[src/rtl/axis_uart_bram_master.sv]
// Host-side UART BRAM protocol initiator: parallel requests to AXI-Stream command frames.
// Define AXIS_UART_BRAM_MASTER_TIMEOUT_EN to enable the read-response timeout.
module axis_uart_bram_master #(
    parameter int unsigned BYTE_NUM       = 4,
    parameter int unsigned BYTE_WIDTH     = 8,
    parameter int unsigned ADDR_WIDTH     = 32,
    parameter int unsigned TIMEOUT_CYCLES = 1000000,
    parameter int unsigned MEM_WIDTH      = BYTE_NUM * BYTE_WIDTH
) (
    input  logic                  clk_i,
    input  logic                  arstn_i,
    input  logic                  req_valid_i,
    output logic                  req_ready_o,
    input  logic                  req_wr_i,
    input  logic [BYTE_NUM-1:0]   req_be_i,
    input  logic [ADDR_WIDTH-1:0] req_addr_i,
    input  logic [MEM_WIDTH-1:0]  req_data_i,
    output logic                  rsp_valid_o,
    output logic [MEM_WIDTH-1:0]  rsp_data_o,
    output logic                  rsp_err_o,
    output logic [7:0]            m_axis_tdata_o,
    output logic                  m_axis_tvalid_o,
    input  logic                  m_axis_tready_i,
    input  logic [7:0]            s_axis_tdata_i,
    input  logic                  s_axis_tvalid_i,
    output logic                  s_axis_tready_o
);

    localparam int unsigned AddrBytes = ADDR_WIDTH / 8;

    typedef enum logic [2:0] {
        StIdle, StSendOp, StSendAddr, StSendBe, StSendData, StWaitRsp, StDone
    } state_e;

    state_e                state_q, state_d;
    logic                  wr_q, wr_d;
    logic [BYTE_NUM-1:0]   be_q, be_d;
    logic [ADDR_WIDTH-1:0] addr_q, addr_d;
    logic [MEM_WIDTH-1:0]  data_q, data_d;
    logic [7:0]            cnt_q, cnt_d;
    logic [MEM_WIDTH-1:0]  rx_q, rx_d;
    logic [MEM_WIDTH-1:0]  rsp_data_q, rsp_data_d;
    logic                  tx_hs;
    logic [ADDR_WIDTH-1:0] addr_sh;
    logic [MEM_WIDTH-1:0]  data_sh;
    logic [7:0]            be_byte;

`ifdef AXIS_UART_BRAM_MASTER_TIMEOUT_EN
    logic [31:0] timer_q, timer_d;
    logic        err_q, err_d;
    assign rsp_err_o = err_q;
`else
    logic unused_timeout;
    assign unused_timeout = (TIMEOUT_CYCLES == 0);
    assign rsp_err_o      = 1'b0;
`endif

    // RX side never stalls: stray bytes outside a read response are simply dropped
    assign s_axis_tready_o = 1'b1;
    assign req_ready_o     = (state_q == StIdle);
    assign rsp_valid_o     = (state_q == StDone);
    assign rsp_data_o      = rsp_data_q;
    assign tx_hs           = m_axis_tvalid_o && m_axis_tready_i;

    always_comb begin
        m_axis_tvalid_o = 1'b0;
        m_axis_tdata_o  = 8'h00;
        addr_sh         = addr_q >> (int'(cnt_q) * BYTE_WIDTH);
        data_sh         = data_q >> (int'(cnt_q) * BYTE_WIDTH);
        be_byte         = '0;
        be_byte[BYTE_NUM-1:0] = be_q;
        unique case (state_q)
            StSendOp: begin
                m_axis_tvalid_o = 1'b1;
                m_axis_tdata_o  = wr_q ? 8'h01 : 8'h02;
            end
            StSendAddr: begin
                m_axis_tvalid_o = 1'b1;
                m_axis_tdata_o  = addr_sh[7:0];
            end
            StSendBe: begin
                m_axis_tvalid_o = 1'b1;
                m_axis_tdata_o  = be_byte;
            end
            StSendData: begin
                m_axis_tvalid_o = 1'b1;
                m_axis_tdata_o  = data_sh[7:0];
            end
            default: ;
        endcase
    end

    always_comb begin
        state_d    = state_q;
        wr_d       = wr_q;
        be_d       = be_q;
        addr_d     = addr_q;
        data_d     = data_q;
        cnt_d      = cnt_q;
        rx_d       = rx_q;
        rsp_data_d = rsp_data_q;
`ifdef AXIS_UART_BRAM_MASTER_TIMEOUT_EN
        timer_d    = timer_q;
        err_d      = err_q;
`endif
        unique case (state_q)
            StIdle: begin
                if (req_valid_i) begin
                    state_d = StSendOp;
                    wr_d    = req_wr_i;
                    be_d    = req_be_i;
                    addr_d  = req_addr_i;
                    data_d  = req_data_i;
                    cnt_d   = '0;
                    rx_d    = '0;
`ifdef AXIS_UART_BRAM_MASTER_TIMEOUT_EN
                    err_d   = 1'b0;
`endif
                end
            end
            StSendOp: begin
                if (tx_hs) begin
                    state_d = StSendAddr;
                    cnt_d   = '0;
                end
            end
            StSendAddr: begin
                if (tx_hs) begin
                    if (cnt_q == 8'(AddrBytes - 1)) begin
                        cnt_d   = '0;
                        state_d = wr_q ? StSendBe : StWaitRsp;
`ifdef AXIS_UART_BRAM_MASTER_TIMEOUT_EN
                        timer_d = '0;
`endif
                    end else begin
                        cnt_d = cnt_q + 8'd1;
                    end
                end
            end
            StSendBe: begin
                if (tx_hs) begin
                    state_d = StSendData;
                    cnt_d   = '0;
                end
            end
            StSendData: begin
                if (tx_hs) begin
                    if (cnt_q == 8'(BYTE_NUM - 1)) begin
                        state_d = StDone;
                    end else begin
                        cnt_d = cnt_q + 8'd1;
                    end
                end
            end
            StWaitRsp: begin
                if (s_axis_tvalid_i) begin
                    for (int unsigned i = 0; i < BYTE_NUM; i++) begin
                        if (cnt_q == 8'(i)) rx_d[i*BYTE_WIDTH +: 8] = s_axis_tdata_i;
                    end
`ifdef AXIS_UART_BRAM_MASTER_TIMEOUT_EN
                    timer_d = '0;
`endif
                    if (cnt_q == 8'(BYTE_NUM - 1)) begin
                        state_d    = StDone;
                        rsp_data_d = rx_d;
                    end else begin
                        cnt_d = cnt_q + 8'd1;
                    end
                end
`ifdef AXIS_UART_BRAM_MASTER_TIMEOUT_EN
                else if (timer_q == 32'(TIMEOUT_CYCLES - 1)) begin
                    // Partial response: received bytes kept, missing slots stay zero
                    state_d    = StDone;
                    rsp_data_d = rx_q;
                    err_d      = 1'b1;
                end else begin
                    timer_d = timer_q + 32'd1;
                end
`endif
            end
            StDone: state_d = StIdle;
            default: state_d = StIdle;
        endcase
    end

    always_ff @(posedge clk_i or negedge arstn_i) begin
        if (!arstn_i) begin
            state_q    <= StIdle;
            wr_q       <= 1'b0;
            be_q       <= '0;
            addr_q     <= '0;
            data_q     <= '0;
            cnt_q      <= '0;
            rx_q       <= '0;
            rsp_data_q <= '0;
`ifdef AXIS_UART_BRAM_MASTER_TIMEOUT_EN
            timer_q    <= '0;
            err_q      <= 1'b0;
`endif
        end else begin
            state_q    <= state_d;
            wr_q       <= wr_d;
            be_q       <= be_d;
            addr_q     <= addr_d;
            data_q     <= data_d;
            cnt_q      <= cnt_d;
            rx_q       <= rx_d;
            rsp_data_q <= rsp_data_d;
`ifdef AXIS_UART_BRAM_MASTER_TIMEOUT_EN
            timer_q    <= timer_d;
            err_q      <= err_d;
`endif
        end
    end

endmodule

[config.mk]
export PLATFORM = sky130hd
export DESIGN_NAME = axis_uart_bram_master
export DESIGN_NICKNAME = d
export VERILOG_FILES = /design/src/rtl/axis_uart_bram_master.sv
export SDC_FILE = /design/constraint.sdc
export NUM_CORES = 1
export LEC_CHECK = 0
export BUFFER_PORTS_ARGS = -buffer_cell sky130_fd_sc_hd__buf_2
export CORE_ASPECT_RATIO = 1.75
export CORE_MARGIN = 5
export CORE_UTILIZATION = 28
export DETAILED_ROUTE_END_ITERATION = 16
export HOLD_SLACK_MARGIN = 0.03
export SYNTH_ARGS = -nofsm -noshare
export SYNTH_HDL_FRONTEND = slang
export SYNTH_SLANG_ARGS = --single-unit
[constraint.sdc]
create_clock -name clk_i -period 2.11 [get_ports clk_i]
set_clock_uncertainty 0.1 [all_clocks]
set_input_delay 0.1055 -clock clk_i [delete_from_list [all_inputs] [get_ports clk_i]]
set_output_delay 0.1055 -clock clk_i [all_outputs]
set_load 0.005 [all_outputs]
==> results of run 1 <==
## per-layer routing
| metal | share of wire, % | vias up | GRT usage, % |
|---|---|---|---|
| met3 | 4.4 | 24 | 3.75 |
| met1 | 36 | 2435 | 14.7 |
| met5 | 0 | - | 0 |
| li1 | - | 2292 | - |
| met2 | 58 | 116 | 26.1 |
| met4 | 1.9 | 0 | 4.21 |
## worst min path at each step
| stage | to | slack [ns] | cells past startpoint |
|---|---|---|---|
| after floorplan | addr_q[0] | -0.29 | 0 |
| after global placement | rsp_data_o[18] | -0.04 | 1 |
| after detailed placement | rsp_data_o[17] | -0.04 | 1 |
| after CTS | rsp_data_o[16] | 0.09 | 2 |
| after global routing | rsp_data_o[16] | 0.11 | 2 |
| final | rsp_data_o[17] | 0.08 | 2 |
## cell type report
class                           count  area (um2)
Timing Repair Buffer              254        2020
Clock buffer                       19         443
Sequential cell                   136        3410
Inverter                            8        30.0
Tap cell                          296         370
Fill cell                        2134       13000
Clock inverter                     13         144
Multi-Input combinational cell    333        2780
## logic make-up (layout without fill, tap and decap cells)
kind of cell	Yosys count	in the layout	share of synthesized area (%)
DFF	136	136	54.0
and+or+nand+nor	123	123	9.15
muxes	117	117	22.8
AOI/OAI and AO/OA	81	81	8.66
buffers and inverters	48	294	3.59
xor gates and xnor gates	6	6	0.834
adders and majority gates	4	4	0.794
other	2	2	0.119
## repair_timing
item | 4_1_cts | 5_1_grt
cloned | 0 | 6
endpoints found under the setup margin | 19 | 62
buffers inserted | 4 | 13
hold buffers | 78 | 0
pin swaps | 9 | 5
resized for setup | 21 | 25
endpoints found under the hold margin | 259 | 0
## state kept, by name (all words and copies together), names as in the netlist
| register | cells |
|---|---|
| data_q | 32 |
| rsp_data_o | 32 |
| rx_q | 24 |
| state_q | 3 |
| be_q | 4 |
| wr_q | 1 |
| cnt_q | 8 |
| addr_q | 32 |
## cells in the mapped netlist (3+ instances only)
cell,count
a21oi_1,12
ha_1,4
or3_1,3
a22o_1,26
nand2_1,73
nand4_1,3
buf_4,3
o21ai_0,11
mux2_2,74
nand3_1,8
nor2_1,15
o31ai_1,3
inv_1,7
and2_1,7
dfrtp_1,136
o21ai_1,20
mux4_2,14
clkbuf_1,13
buf_2,22
mux2i_1,29
xor2_1,4
## power groups by stage
stage / Sequential, mW / Clock (mW) / Combinational (mW)
2_1_floorplan: 3.78 / 0 / 2.74
3_3_place_gp: 3.95 / 0 / 3.94
3_5_place_dp: 4.00 / 0 / 3.98
4_1_cts: 3.95 / 3.06 / 4.30
5_1_grt: 4.03 / 3.14 / 4.84
6_report: 3.93 / 2.96 / 4.43
## worst max-delay path, cell delays in order, from the launching register on
cell	delay (ns)
dfrtp_1	0.39
or4_4	0.56
nor3_4	0.19
nand3_4	0.14
buf_6	0.17
a21oi_4	0.11
buf_2	0.13
## cell usage in the layout, fill, tap and decap left out, types with 3 or more instances in the layout
cell and n:
nand3_1 7, mux2i_1 29, clkinv_4 3, mux2_2 74
clkbuf_16 20, clkinv_2 3, inv_6 4, or3_1 3
and2_4 5, inv_1 7, buf_4 32, buf_12 11
nand2_1 69, o21ai_0 8, mux4_2 14, nand4_1 3
ha_1 4, a22o_1 26, a21oi_1 8, dlygate4sd3_1 78
buf_2 123, a21oi_2 3, o21ai_1 21, xor2_1 4
nor2_1 14, dfrtp_1 134, buf_6 5, nand2_2 3
==> impl_metrics.yaml, run 1 <==
floorplanning:
  design.die.area_um2: 25700
  die_h_um: 208
  start_util_pct: 28.4
  core_um2: 22200
  die_w_um: 123
  io_pins: 127
  rows: 72
logic_synthesis:
  ys_types: 45
  synthArstFlopShare_pct: 100
  synth_nets: 603
  synth_area_leaders: "dfrtp_1, mux2_2, mux4_2"
  syn_area_um2: 6300
  syn-mean-instance-area_um2: 12.2
  synth-seq-cells: 136
  synth_top_cell_by_area: "dfrtp_1"
  synth_top_area_share_pct: 54.0
  ys.flop_type: "dfrtp_1"
  yosys_warnings: 0
  synth_edf_count: 0
  synthCells: 517
  synth-seq-area-share_pct: 54.0
critical_path:
  cp-end-kind: "output port"
  endpoint: "m_axis_tdata_o[4]"
  reg2regPathDepth: 9
  cp.arrival_ns: 2.11
  reg2reg_from: "cnt_q[2]"
  reg2reg_to: "rsp_data_o[14]"
  required_ns: 1.90
  crit_start: "cnt_q[2]"
  cp-start-kind: "flop"
  reg2reg_slack_ns: -0.15
  path_max_fanout: 4
  worst-setup-path-type: "flop to output port"
power_and_ir_drop:
  sequentialPowerShare_pct: 34.7
  power_frac_comb_pct: 39.1
  clkPwrFrac_pct: 26.2
  leakagePower_nw: 4.32
  power_switching_mw: 3.65
  intPower_mw: 7.67
  total_power_mw: 11.3
  p_sw_share_pct: 32.2
  power_density_nw_per_um2: 1230
  vdd_drop_max_mv: 0.785
drt:
  drc: 0
  ant_nets: 0
  wl_per_cell_um: 17.3
  vias: 4867
  dr.pass1.iters: 4
  first_iter_violations: 199
  totalWireLength_mm: 18.3
  via_per_inst: 4.60
cells_and_area:
  final_net_count: 836
  syn_to_final_growth_pct: 45.9
  utilization_pct: 41.5
  finalInstanceArea_um2: 9190
  drive_gt1_share_pct: 42.6
  layoutNonFillerInstCount: 1059
  n_antenna_cell: 0
placement:
  post-place-cells: 927
  place_hpwl_mm: 12.2
  portBuffers: 124
  gp_congestion: 0.728
  placed_cell_area_um2: 7430
  dp_slack_ns: 0.00226
flow_run:
  cap_violations: 0
grt:
  grt_overflow_total: 0
  grt_pass1_wl_mm: 27.4
  grt_usage_pct: 13.9
  grt_pass1_vias: 5178
  grt_max_degree: 57
  antenna_found_initial: 0
timing:
  hold_viol_final: 0
  fmax_mhz: 432
  finalMaxSlewViolations: 0
  min_period_ns: 2.31
  hold_ws_ns: 0.0786
  fin_ws_ns: -0.204
  finalSetupTns_ns: -5.36
  period_share_pct: 110
  rsz0062_at_grt: "yes"
  setup_viol: 44
clock_tree:
  cts-root-buf: "clkbuf_16"
  clk_path_buf_depth: 2
  cts_buffers: 17
  cts-htree-levels: 4
  path_clk_slew_ns: 0.06
  cts_tree: "yes"
  clock_sinks: 136
  insertion_delay_ns: 0.42
run_status:
  failed_checks: "negative setup slack"
  status: "finished, violations left"
min_path:
  worstHoldPathType: "input port to asynchronous set/reset pin"
Note: power is estimated with default switching activity, not from simulation.
==> run 2, diff against run 1 <==
--- a/config.mk
+++ b/config.mk
@@ -8,9 +8,10 @@
 export BUFFER_PORTS_ARGS = -buffer_cell sky130_fd_sc_hd__buf_2
 export CORE_ASPECT_RATIO = 1.75
 export CORE_MARGIN = 5
-export CORE_UTILIZATION = 28
+export CORE_UTILIZATION = 30
 export DETAILED_ROUTE_END_ITERATION = 16
 export HOLD_SLACK_MARGIN = 0.03
 export SYNTH_ARGS = -nofsm -noshare
 export SYNTH_HDL_FRONTEND = slang
 export SYNTH_SLANG_ARGS = --single-unit
+export TNS_END_PERCENT = 5
==> run 2 against run 1 <==
The run still ends with negative setup slack left. Largest cell class unchanged. Worst setup slack gained 0.031 ns. Via count shrank 2.8%. Global-route usage grew 0.77 points. Register-to-register slack gained 0.17 ns.
==> impl_metrics.yaml, run 2 (synthesized netlist as in run 1, its figures left out) <==
drt:
  drc: 0
  wl_per_cell_um: 16.6
  vias: 4730
  via_per_inst: 4.75
  totalWireLength_mm: 16.5
  dr.pass1.iters: 4
  ant_nets: 0
  first_iter_violations: 201
floorplanning:
  die_h_um: 202
  start_util_pct: 30.2
  rows: 70
  io_pins: 127
  design.die.area_um2: 24100
  die_w_um: 120
  core_um2: 20800
timing:
  fmax_mhz: 438
  finalSetupTns_ns: -1.05
  rsz0062_at_grt: "yes"
  worst_pin_slew_ns: 0.539
  finalMaxSlewViolations: 0
  fin_ws_ns: -0.173
  hold_viol_final: 0
  min_period_ns: 2.28
  setup_viol: 8
  slew-limit-headroom_pct: 64.1
  period_share_pct: 108
placement:
  post-place-cells: 881
  gp_congestion: 0.811
  portBuffers: 124
  place_hpwl_mm: 11.9
grt:
  grt_pass1_wl_mm: 28.0
  grt_pass1_vias: 5325
  grt_usage_pct: 14.7
  antenna_found_initial: 1
  grt_overflow_total: 0
  grt_max_degree: 57
clock_tree:
  path_clk_slew_ns: 0.06
  cts_buffers: 17
  clk_path_buf_depth: 2
  insertion_delay_ns: 0.41
  clock_sinks: 136
  cts_tree: "yes"
  cts-root-buf: "clkbuf_16"
  cts-htree-levels: 4
run_status:
  status: "finished, violations left"
  failed_checks: "negative setup slack"
cells_and_area:
  final_cell_mix: "dfrtp_1, buf_2, dlygate4sd3_1, mux2_2, nand2_1"
  drive_gt1_share_pct: 40.2
  utilization_pct: 42.5
  layout_commonest_cell: "dfrtp_1"
  final_net_count: 817
  layoutNonFillerInstCount: 996
  syn_to_final_growth_pct: 40.6
  n_antenna_cell: 0
critical_path:
  path_max_fanout: 8
  cp.arrival_ns: 2.08
  cp-start-kind: "flop"
  worst-setup-path-type: "flop to output port"
  cp-end-kind: "output port"
  required_ns: 1.90
  reg2reg_slack_ns: 0.02
power_and_ir_drop:
  total_power_mw: 11.1
  vdd_drop_max_mv: 1.11
  leakagePower_nw: 4.16
  power_density_nw_per_um2: 1250
flow_run:
  cap_violations: 0
min_path:
  worstHoldPathType: "input port to asynchronous set/reset pin"
-- run 2: critical path, stage by stage (launching register included) --
cell and delay (ns):
dfrtp_1 0.37, or4_4 0.55, nor3_4 0.19, nand3_4 0.18
o31ai_4 0.22, buf_2 0.15
-- run 2: report_power, final --
part | internal, mW | switching [mW]
Combinational | 2.31 | 1.98
Sequential | 3.46 | 0.451
Clock | 1.80 | 1.12
-- run 2: per-layer routing --
metal | part of all wire [%] | wire length (um) | track usage [%] | vias up
li1 | - | - | - | 2264
met1 | 39 | 6390 | 16.5 | 2316
met2 | 54 | 8970 | 26.5 | 128
met3 | 4.7 | 779 | 3.74 | 20
met4 | 2.3 | 377 | 5.28 | 2
met5 | 0.042 | 7 | 0 | -
-- run 2: timing repair --
| item | 4_1_cts | 5_1_grt |
|---|---|---|
| hold buffers | 78 | 0 |
| gates resized for setup | 16 | 9 |
| endpoints found under the hold margin | 226 | 0 |
| pin swaps | 6 | 27 |
| buffers inserted | 2 | 3 |
| endpoints found under the setup margin | 46 | 70 |
-- run 2: final cells by class --
cell class | count | area [um2]
inverters | 8 | 30.0
well taps | 252 | 315
fillers | 1977 | 12000
clock inverters | 12 | 125
multi-input cells | 333 | 2770
clock buffers | 20 | 457
repair buffers | 235 | 1760
flip-flops and latches | 136 | 3400
-- run 2: metrics by stage --
step	area, um2	setup slack (ns)	hold slack, ns
after global routing	8860	-0.295	0.180
after detailed placement	7360	-0.111	0.0117
after CTS	8800	-0.259	0.125
after global placement	7360	-0.0818	0.00151
final	8860	-0.173	0.135
after floorplan	6300	0.0866	-0.290
-- run 2: final timing paths --
kind / end / cells past startpoint / start
setup / recovery: m_axis_tdata_o[0] / 5 / cnt_q[3]
min in group clk_i: state_q[1] / 6 / m_axis_tready_i
max in group asynchronous: state_q[0] / 3 / arstn_i
hold / removal: data_q[10] / 2 / arstn_i
setup reg to reg: rsp_data_o[20] / 7 / cnt_q[3]
hold reg to reg: rsp_data_o[9] / 2 / rsp_data_o[9]
